**config.mk**
```make
export PLATFORM = sky130hd
export DESIGN_NAME = ps2_rx_decoder
export DESIGN_NICKNAME = d
export VERILOG_FILES = /design/src/rtl/ps2_pkg.sv /design/src/rtl/ps2_line_filter.sv /design/src/rtl/ps2_rx_decoder.sv
export SDC_FILE = /design/constraint.sdc
export NUM_CORES = 1
export LEC_CHECK = 0
export ABC_AREA = 1
export CAP_MARGIN = 25
export CORE_MARGIN = 2
export CORE_UTILIZATION = 35
export CTS_CLUSTER_DIAMETER = 120
export DETAILED_ROUTE_END_ITERATION = 8
export MAX_ROUTING_LAYER = met4
export SYNTH_ARGS = -nofsm -noshare
export SYNTH_HDL_FRONTEND = slang
export SYNTH_SLANG_ARGS = --single-unit
```
**constraint.sdc**
```tcl
create_clock -name clk -period 2.1 [get_ports clk]
set_input_delay 0.525 -clock clk [delete_from_list [all_inputs] [get_ports clk]]
set_output_delay 0.525 -clock clk [all_outputs]
set_load 0.02 [all_outputs]
```
**src/rtl/ps2_pkg.sv**
```systemverilog
// Shared types and constants for the PS/2 receive path.
//   PS2_PREFIX_EXT / PS2_PREFIX_BRK : scan-code prefix bytes (E0 / F0)
//   ps2_state_e                     : frame FSM states
//   ps2_evt_t                       : decoded key event {code, ext, brk}
//   ps2_parity_ok()                 : odd-parity check over data + parity bit
package ps2_pkg;

  localparam logic [7:0]  PS2_PREFIX_EXT = 8'hE0;
  localparam logic [7:0]  PS2_PREFIX_BRK = 8'hF0;
  localparam int unsigned PS2_DATA_BITS  = 8;

  typedef enum logic [1:0] {
    ST_IDLE   = 2'd0,
    ST_DATA   = 2'd1,
    ST_PARITY = 2'd2,
    ST_STOP   = 2'd3
  } ps2_state_e;

  typedef struct packed {
    logic [7:0] code;
    logic       ext;
    logic       brk;
  } ps2_evt_t;

  // Frame parity is odd: data bits plus parity bit must hold an odd count of ones.
  function automatic logic ps2_parity_ok(input logic [7:0] data, input logic par);
    return ^{data, par};
  endfunction

endpackage

```
**src/rtl/ps2_line_filter.sv**
```systemverilog
// Brings one raw PS/2 pin into the clk domain and removes glitches.
//   clk, rst_n : system clock, async active-low reset
//   din        : raw asynchronous pin
//   dout       : filtered level; changes only after FILTER_LEN consecutive
//                equal synchronized samples; resets high (idle bus level)
module ps2_line_filter #(
  parameter int unsigned FILTER_LEN = 19
) (
  input  logic clk,
  input  logic rst_n,
  input  logic din,
  output logic dout
);

  localparam int unsigned CW = (FILTER_LEN > 1) ? $clog2(FILTER_LEN) : 1;

  logic [1:0]    sync_q;
  logic [CW-1:0] cnt_q;

  // Two-stage synchronizer followed by a run-length filter on the synchronized value.
  always_ff @(posedge clk or negedge rst_n) begin
    if (!rst_n) begin
      sync_q <= 2'b11;
      cnt_q  <= '0;
      dout   <= 1'b1;
    end else begin
      sync_q <= {sync_q[0], din};
      if (sync_q[1] == dout) begin
        cnt_q <= '0;
      end else if (cnt_q == CW'(FILTER_LEN - 1)) begin
        dout  <= sync_q[1];
        cnt_q <= '0;
      end else begin
        cnt_q <= cnt_q + CW'(1);
      end
    end
  end

endmodule

```
**src/rtl/ps2_rx_decoder.sv**
```systemverilog
// PS/2 keyboard receiver: filters kclk/kdata, frames bytes on kclk falling
// edges, folds E0/F0 prefixes into key events and queues them in a FIFO.
//   clk, rst_n           : system clock, async active-low reset
//   kclk, kdata          : raw PS/2 pins
//   evt_valid/evt_ready  : head-of-FIFO handshake
//   evt_code/ext/break   : head event fields (0 when evt_valid=0)
//   err_parity/err_frame : one-cycle error pulses
//   overflow             : one-cycle pulse when an event is dropped on a full FIFO
module ps2_rx_decoder
  import ps2_pkg::*;
#(
  parameter int unsigned FILTER_LEN     = 19,
  parameter int unsigned TIMEOUT_CYCLES = 100000,
  parameter int unsigned FIFO_DEPTH     = 4
) (
  input  logic       clk,
  input  logic       rst_n,
  input  logic       kclk,
  input  logic       kdata,
  output logic       evt_valid,
  input  logic       evt_ready,
  output logic [7:0] evt_code,
  output logic       evt_ext,
  output logic       evt_break,
  output logic       err_parity,
  output logic       err_frame,
  output logic       overflow
);

  localparam int unsigned TW = $clog2(TIMEOUT_CYCLES + 1);
  localparam int unsigned AW = $clog2(FIFO_DEPTH);

  logic kclk_f;
  logic kdata_f;
  logic kclk_prev_q;
  logic kclk_fall;

  ps2_state_e  state_q;
  logic [2:0]  bit_cnt_q;
  logic [7:0]  shift_q;
  logic        parity_q;
  logic [TW-1:0] tmo_cnt_q;
  logic        ext_q;
  logic        brk_q;
  logic        push_q;
  ps2_evt_t    push_evt_q;

  ps2_evt_t    mem_q [FIFO_DEPTH];
  logic [AW:0] wptr_q;
  logic [AW:0] rptr_q;
  logic        fifo_full;
  logic        pop;
  logic        push_ok;
  ps2_evt_t    head;

  ps2_line_filter #(.FILTER_LEN(FILTER_LEN)) u_kclk_filter (
    .clk  (clk),
    .rst_n(rst_n),
    .din  (kclk),
    .dout (kclk_f)
  );

  ps2_line_filter #(.FILTER_LEN(FILTER_LEN)) u_kdata_filter (
    .clk  (clk),
    .rst_n(rst_n),
    .din  (kdata),
    .dout (kdata_f)
  );

  // Falling edge of the filtered keyboard clock samples kdata.
  always_ff @(posedge clk or negedge rst_n) begin
    if (!rst_n) kclk_prev_q <= 1'b1;
    else        kclk_prev_q <= kclk_f;
  end

  assign kclk_fall = kclk_prev_q & ~kclk_f;

  // Frame FSM, stall timeout and prefix decode.
  always_ff @(posedge clk or negedge rst_n) begin
    if (!rst_n) begin
      state_q    <= ST_IDLE;
      bit_cnt_q  <= '0;
      shift_q    <= '0;
      parity_q   <= 1'b0;
      tmo_cnt_q  <= '0;
      ext_q      <= 1'b0;
      brk_q      <= 1'b0;
      push_q     <= 1'b0;
      push_evt_q <= '0;
      err_parity <= 1'b0;
      err_frame  <= 1'b0;
    end else begin
      push_q     <= 1'b0;
      err_parity <= 1'b0;
      err_frame  <= 1'b0;

      // A stalled frame wins over a coincident strobe: the frame is already dead.
      if ((state_q != ST_IDLE) && (tmo_cnt_q == TW'(TIMEOUT_CYCLES))) begin
        state_q   <= ST_IDLE;
        tmo_cnt_q <= '0;
        err_frame <= 1'b1;
        ext_q     <= 1'b0;
        brk_q     <= 1'b0;
      end else begin
        if ((state_q == ST_IDLE) || kclk_fall) tmo_cnt_q <= '0;
        else                                   tmo_cnt_q <= tmo_cnt_q + TW'(1);

        if (kclk_fall) begin
          case (state_q)
            ST_IDLE: begin
              if (!kdata_f) begin
                state_q   <= ST_DATA;
                bit_cnt_q <= '0;
              end
            end
            ST_DATA: begin
              shift_q   <= {kdata_f, shift_q[7:1]};
              bit_cnt_q <= bit_cnt_q + 3'd1;
              if (bit_cnt_q == 3'(PS2_DATA_BITS - 1)) state_q <= ST_PARITY;
            end
            ST_PARITY: begin
              parity_q <= kdata_f;
              state_q  <= ST_STOP;
            end
            ST_STOP: begin
              state_q <= ST_IDLE;
              if (!kdata_f) begin
                err_frame <= 1'b1;
                ext_q     <= 1'b0;
                brk_q     <= 1'b0;
              end else if (!ps2_parity_ok(shift_q, parity_q)) begin
                err_parity <= 1'b1;
                ext_q      <= 1'b0;
                brk_q      <= 1'b0;
              end else if (shift_q == PS2_PREFIX_EXT) begin
                ext_q <= 1'b1;
              end else if (shift_q == PS2_PREFIX_BRK) begin
                brk_q <= 1'b1;
              end else begin
                push_q          <= 1'b1;
                push_evt_q.code <= shift_q;
                push_evt_q.ext  <= ext_q;
                push_evt_q.brk  <= brk_q;
                ext_q           <= 1'b0;
                brk_q           <= 1'b0;
              end
            end
            default: state_q <= ST_IDLE;
          endcase
        end
      end
    end
  end

  // Event FIFO: extra pointer bit distinguishes full from empty.
  assign evt_valid = (wptr_q != rptr_q);
  assign fifo_full = (wptr_q[AW] != rptr_q[AW]) && (wptr_q[AW-1:0] == rptr_q[AW-1:0]);
  assign pop       = evt_valid && evt_ready;
  assign push_ok   = push_q && (!fifo_full || pop);
  assign overflow  = push_q && fifo_full && !pop;

  always_ff @(posedge clk or negedge rst_n) begin
    if (!rst_n) begin
      wptr_q <= '0;
      rptr_q <= '0;
    end else begin
      if (push_ok) wptr_q <= wptr_q + (AW+1)'(1);
      if (pop)     rptr_q <= rptr_q + (AW+1)'(1);
    end
  end

  // Payload storage needs no reset; it is only visible behind evt_valid.
  always_ff @(posedge clk) begin
    if (push_ok) mem_q[wptr_q[AW-1:0]] <= push_evt_q;
  end

  assign head      = mem_q[rptr_q[AW-1:0]];
  assign evt_code  = evt_valid ? head.code : 8'h00;
  assign evt_ext   = evt_valid & head.ext;
  assign evt_break = evt_valid & head.brk;

endmodule

```
[Word-level counts from Yosys, hierarchy flattened]
Memories as Yosys holds them, arrays and structs flattened.
Index checks and enable logic that the tools add are counted.
Word-level totals
  bits in writable memories: 40
  word-level logic and storage cells: 128
  memories kept: 1
  register bits after elaboration: 69
  input port bits: 5
  output and inout port bits: 14
Operators by class
  bitwise logic cells: 9
  add/sub/neg operators: 6
  equal/unequal tests: 19
  reductions and logical operators: 25
  mux-type cells: 46
Memories
  mem_q: depth 4, bits a word 10, read ports 1, clocked after Yosys merged registers in 0, wr ports 1, line ps2_rx_decoder.sv:48  | ps2_evt_t mem_q [FIFO_DEPTH];
Operators with widths (number)
  17-bit 2-to-1 mux: 2
  1-bit 2-to-1 mux: 32
  5-bit 2-to-1 mux: 4
  17-bit by 1-bit adder with 17-bit output, second input constant: 1
  17-bit == test, second input constant: 1
  8-bit == test, second input constant: 2
  3-bit AND reduction: 5
  5-bit by 1-bit adder with 5-bit output, second input constant: 2
  5-bit == test, second input constant: 2
  3-bit by 1-bit adder with 3-bit output, second input constant: 3
  9-bit parity: 1
  2-bit 2-to-1 mux: 4
  8-bit 2-to-1 mux: 1
  2-bit case mux with 4 select lines: 1
  2-bit nonzero test: 4
  7-bit AND reduction: 1
  1-bit logical AND: 6
  3-bit inequality test, second input constant: 2
  1-bit inverter: 6
  3-bit case mux with 2 select lines: 1
  5-bit inequality test, second input constant: 1
  2-bit == test, second input constant: 2
  4-bit inequality test, second input constant: 1
  2-bit AND reduction: 2
  other kinds (13): 18

[Logic depth before layout (Yosys ltp)]
  word-level depth: 8
  depth in mapped cells: 13
  mapped depth without buffers: 13

[Hierarchy]
Synthesis repeated with hierarchy kept, for this count alone.
Unflattened totals
  cells, all modules: 543
  area, all modules: 5074.9 um2
By module, submodules not included
  ps2_rx_decoder: instances 1, area each 4359.2 um2, cells an instance 465, sequential area each 2528.7 um2
  ps2_line_filter: instances 2, area each 357.8 um2, cells an instance 39, sequential area each 203.9 um2

[Worst setup path after synthesis]
OpenSTA, ideal clock, no wires.
  path type: register -> output
  from: register wptr_q[0]
  to: output port evt_code[0]
  data required time: 1575 ps
  cell stages (with the launch flop): 7
  slack: 203 ps
  arrival time: 1372 ps
  path through: dfrtp_1 -> inv_1 -> nand2_1 -> nand4_1 -> clkbuf_1 -> nand2_1 -> inv_1
Between the ends
  longest elaborated chain between the ends: 2
RTL lines
  start, declared: line ps2_rx_decoder.sv:49  | logic [AW:0] wptr_q;
  start signal, assigned: line ps2_rx_decoder.sv:167  | if (push_ok) wptr_q <= wptr_q + (AW+1)'(1);
  3-bit inequality test: line ps2_rx_decoder.sv:156  | assign evt_valid = (wptr_q != rptr_q);
  via evt_valid: line ps2_rx_decoder.sv:20  | output logic evt_valid,
  8-bit 2-to-1 mux: line ps2_rx_decoder.sv:178  | assign evt_code = evt_valid ? head.code : 8'h00;
  end, declared: line ps2_rx_decoder.sv:22  | output logic [7:0] evt_code,
The timed path passes the listed nets, and every way through them passes these cells.

[Final worst setup path]
  from: register rptr_q[0]
  to: output port evt_break
Between the ends
  longest elaborated chain between the ends: 2
RTL lines
  start, declared: line ps2_rx_decoder.sv:50  | logic [AW:0] rptr_q;
  start signal, assigned: line ps2_rx_decoder.sv:168  | if (pop) rptr_q <= rptr_q + (AW+1)'(1);
  memory read 4 x 10 bit or 3-bit inequality test (tied branches)
  1-bit bitwise AND *: line ps2_rx_decoder.sv:180  | assign evt_break = evt_valid & head.brk;
  end, declared: line ps2_rx_decoder.sv:24  | output logic evt_break,
Every way passes the cells marked *; elsewhere a longest branch is shown, timed or not.

==> flow_metrics.tcl <==
set metrics [dict create \
    status "complete, but fails checks" \
    violations "setup timing" \
    grt_pass1_vias 3606 \
    synth_area_leaders "dfrtp_1 (30%), edfxtp_1 (23%), nand2_1 (7.3%), nor2_1 (5.7%), inv_1 (5.0%)" \
    cp_max_fo 6 \
    maxCapViolCount 0 \
    synth_commonest_cells "nand2_1 (99), nor2_1 (78), inv_1 (68)" \
    drt-initial-drc-count 212 \
    synth_cells 537 \
    vdd.ir_drop.worst_mv 0.366 \
    htree_levels 3 \
    switching_share 0.215 \
    diodes 0 \
    worstHoldPathType "input pin to async pin" \
    synth_area_per_cell_um2 9.54 \
    synthArstFlopShare 0.633 \
    arrival_ps 1660 \
    die_w_um 125 \
    cts_sinks 109 \
    num_rows 44 \
    synth_most_common_cell "nand2_1" \
    fin_crit_sh 1.04 \
    synth_nets 560 \
    pwr_density_cell_mw_per_mm2 633 \
    path_class "flop to primary output" \
    cts_buffers 9 \
    drt_wl_total_mm 9.40 \
    drive_above_1_share 0.207 \
    fin_nets 611 \
    avgRoutedWirePerCell_um 12.1 \
    yosysTopAreaCell "dfrtp_1" \
    grt_max_degree 70 \
    critical_path_required_ps 1570 \
    drtPass1Iterations 6 \
    tns_ps -806 \
    drtAntennaViolNets 0 \
    insertion_delay_ps 340 \
    io-pin-count 19 \
    drcViolationCount 0 \
    fin_crit_ps 2190 \
    crit_path_start_kind "flop" \
    cts-root-buf "clkbuf_16" \
    grt_usage 0.129 \
    p_clk_frac 0.413 \
    rsz0062_at_grt "yes" \
    slew_violations 0 \
    synth_seq_cells 109 \
    ys_seq_area_frac 0.573 \
    seq_area_mm2 0.00294 \
    synth_warnings 0 \
    multi_input_area_mm2 0.00194 \
    synth_edf_count 40 \
    hpwlAfterDp_mm 6.58 \
    p_int_mw 3.05 \
    core_mm2 0.0144 \
    dr_wl_met2_mm 4.74 \
    fillers 1399 \
    synth_ff_type "dfrtp_1" \
    worst_pin_slew_ps 387 \
    fin_ws_ps -85.5 \
    tritoncts "done" \
    met3WireLength_um 257 \
    grt-ovfl-total 0 \
    p_comb_frac 0.016 \
    viasPerCell 4.70 \
    cp-end-kind "primary output" \
    clk_pin_slew_ps 80 \
    die_height_um 125 \
    ys_types 36 \
    p_leak_nw 2.88 \
    p_total_mw 3.88 \
    final_core_util 0.425 \
    syn2layout_area_growth_pct 19.8 \
    fin_skew_ps 7.45 \
    max_freq_mhz 458 \
    p_seq_frac 0.571 \
    dieArea_mm2 0.0156 \
    p_sw_uw 835 \
    gp_congestion 0.901 \
    synth_area_mm2 0.00512 \
    wl_met1_mm 4.29 \
    antenna_found_initial 0 \
    relSlewSlack 0.740 \
    via_count 3650 \
    io_buffers 18 \
    hold_viol 0 \
    grt_pass1_wl_mm 16.0 \
    initial_core_util 0.355 \
    finalSetupViolations 12 \
    top_layer_used "met4" \
    synth_top_area_share 0.303 \
    holdBufCountCts 0 \
    clk_path_buf_depth 2 \
]
-- cell families (layout without fill, tap and decap cells) --
logic type / count (synthesis) / after routing / synth area share
simple gates: 242 / 242 / 0.210
flops: 109 / 109 / 0.573
buf+inv: 81 / 137 / 0.0640
compound gates: 70 / 70 / 0.0799
fa+ha+maj: 18 / 18 / 0.0440
xor+xnor: 17 / 17 / 0.0291
-- metal layers --
metal / up-vias / global-route usage
met4: 0 / 0.0477
met1: 1746 / 0.150
met5: - / -
li1: 1844 / -
met3: 13 / 0.0308
met2: 47 / 0.217
-- registers in the layout, summed over array words and instances, names as in the netlist --
name / count
ext_q: 1
u_kclk_filter.dout: 1
shift_q: 8
u_kdata_filter.cnt_q: 5
u_kclk_filter.cnt_q: 5
state_q: 2
push_evt_q: 10
u_kdata_filter.sync_q: 2
mem_q: 40
kclk_prev_q: 1
u_kclk_filter.sync_q: 2
rptr_q: 3
push_q: 1
u_kdata_filter.dout: 1
wptr_q: 3
bit_cnt_q: 3
parity_q: 1
err_parity: 1
brk_q: 1
err_frame: 1
tmo_cnt_q: 17
-- placed cells by master, fill, tap and decap left out, types with 3 or more instances in the layout --
master and instances:
ha_1 18, a21oi_1 6, clkdlybuf4s50_1 5, xnor2_1 4, o21ai_2 8, inv_2 15, nand3_2 4, clkbuf_16 10
o21ai_0 36, nand2_4 8, nor2_2 3, nand2_2 8, dfrtp_1 60, nor3_1 12, inv_1 57, nand4_1 7
nand3_1 25, nand2_1 88, o22ai_1 9, nor2_1 78, buf_4 24, edfxtp_1 40, buf_6 15, o21ai_1 3
xor2_1 11, dfstp_2 7
-- timing repair --
action                                 4_1_cts  5_1_grt
cloned                                       1        0
pin swaps                                    3        6
endpoints found under the hold margin        0        0
setup endpoints to repair                   12       13
gates resized for setup                     90       23
setup buffers                                5        1
-- worst max-delay path: stages (launching register included) --
cell,delay [ps]
dfrtp_2,450
buf_6,130
nand2_4,50
nand4_1,220
clkbuf_16,250
nand2_4,60
inv_2,30
buf_6,120
-- final timing paths --
| check | end | from | slack (ps) | depth (start not counted) |
|---|---|---|---|---|
| max in group asynchronous | u_kclk_filter.sync_q[1] | rst_n | 1580 | 2 |
| worst min-delay path | u_kclk_filter.cnt_q[2] | rst_n | 190 | 2 |
| worst max-delay path | evt_break | rptr_q[0] | -90 | 7 |
| min in group clk | u_kclk_filter.sync_q[1] | u_kclk_filter.sync_q[0] | 360 | 0 |
| worst max register to register | push_evt_q[2] | state_q[0] | 220 | 12 |
| worst min register to register | u_kclk_filter.sync_q[1] | u_kclk_filter.sync_q[0] | 360 | 0 |
-- metrics by stage --
step | cell area [µm²] | setup slack [ps] | hold WS [ps] | instances
global route | 6140 | -141 | 221 | 777
global placement | 5690 | -412 | 346 | 756
CTS | 6100 | -77.0 | 208 | 778
floorplan | 5120 | 203 | 229 | 537
finish | 6140 | -85.5 | 186 | 777
detailed placement | 5690 | -396 | 349 | 756
-- area by class of cell --
class	instances	share of cell area
timing repair buffer	49	0.0773
multi-input combinational	347	0.316
inverter	72	0.0440
sequential	109	0.479
tap	184	0.0375
clock buffer	9	0.0367
clock inverter	7	0.00938
-- power by group through the flow --
stage	combinational, mW	sequential, mW	clock (mW)
final	0.0626	2.22	1.60
after global placement	0.0638	2.26	0
after floorplan	0.0206	2.26	0
after detailed placement	0.0660	2.26	0
after global routing	0.0740	2.22	1.73
after CTS	0.0666	2.22	1.65
(Power assumes the default switching activity.)
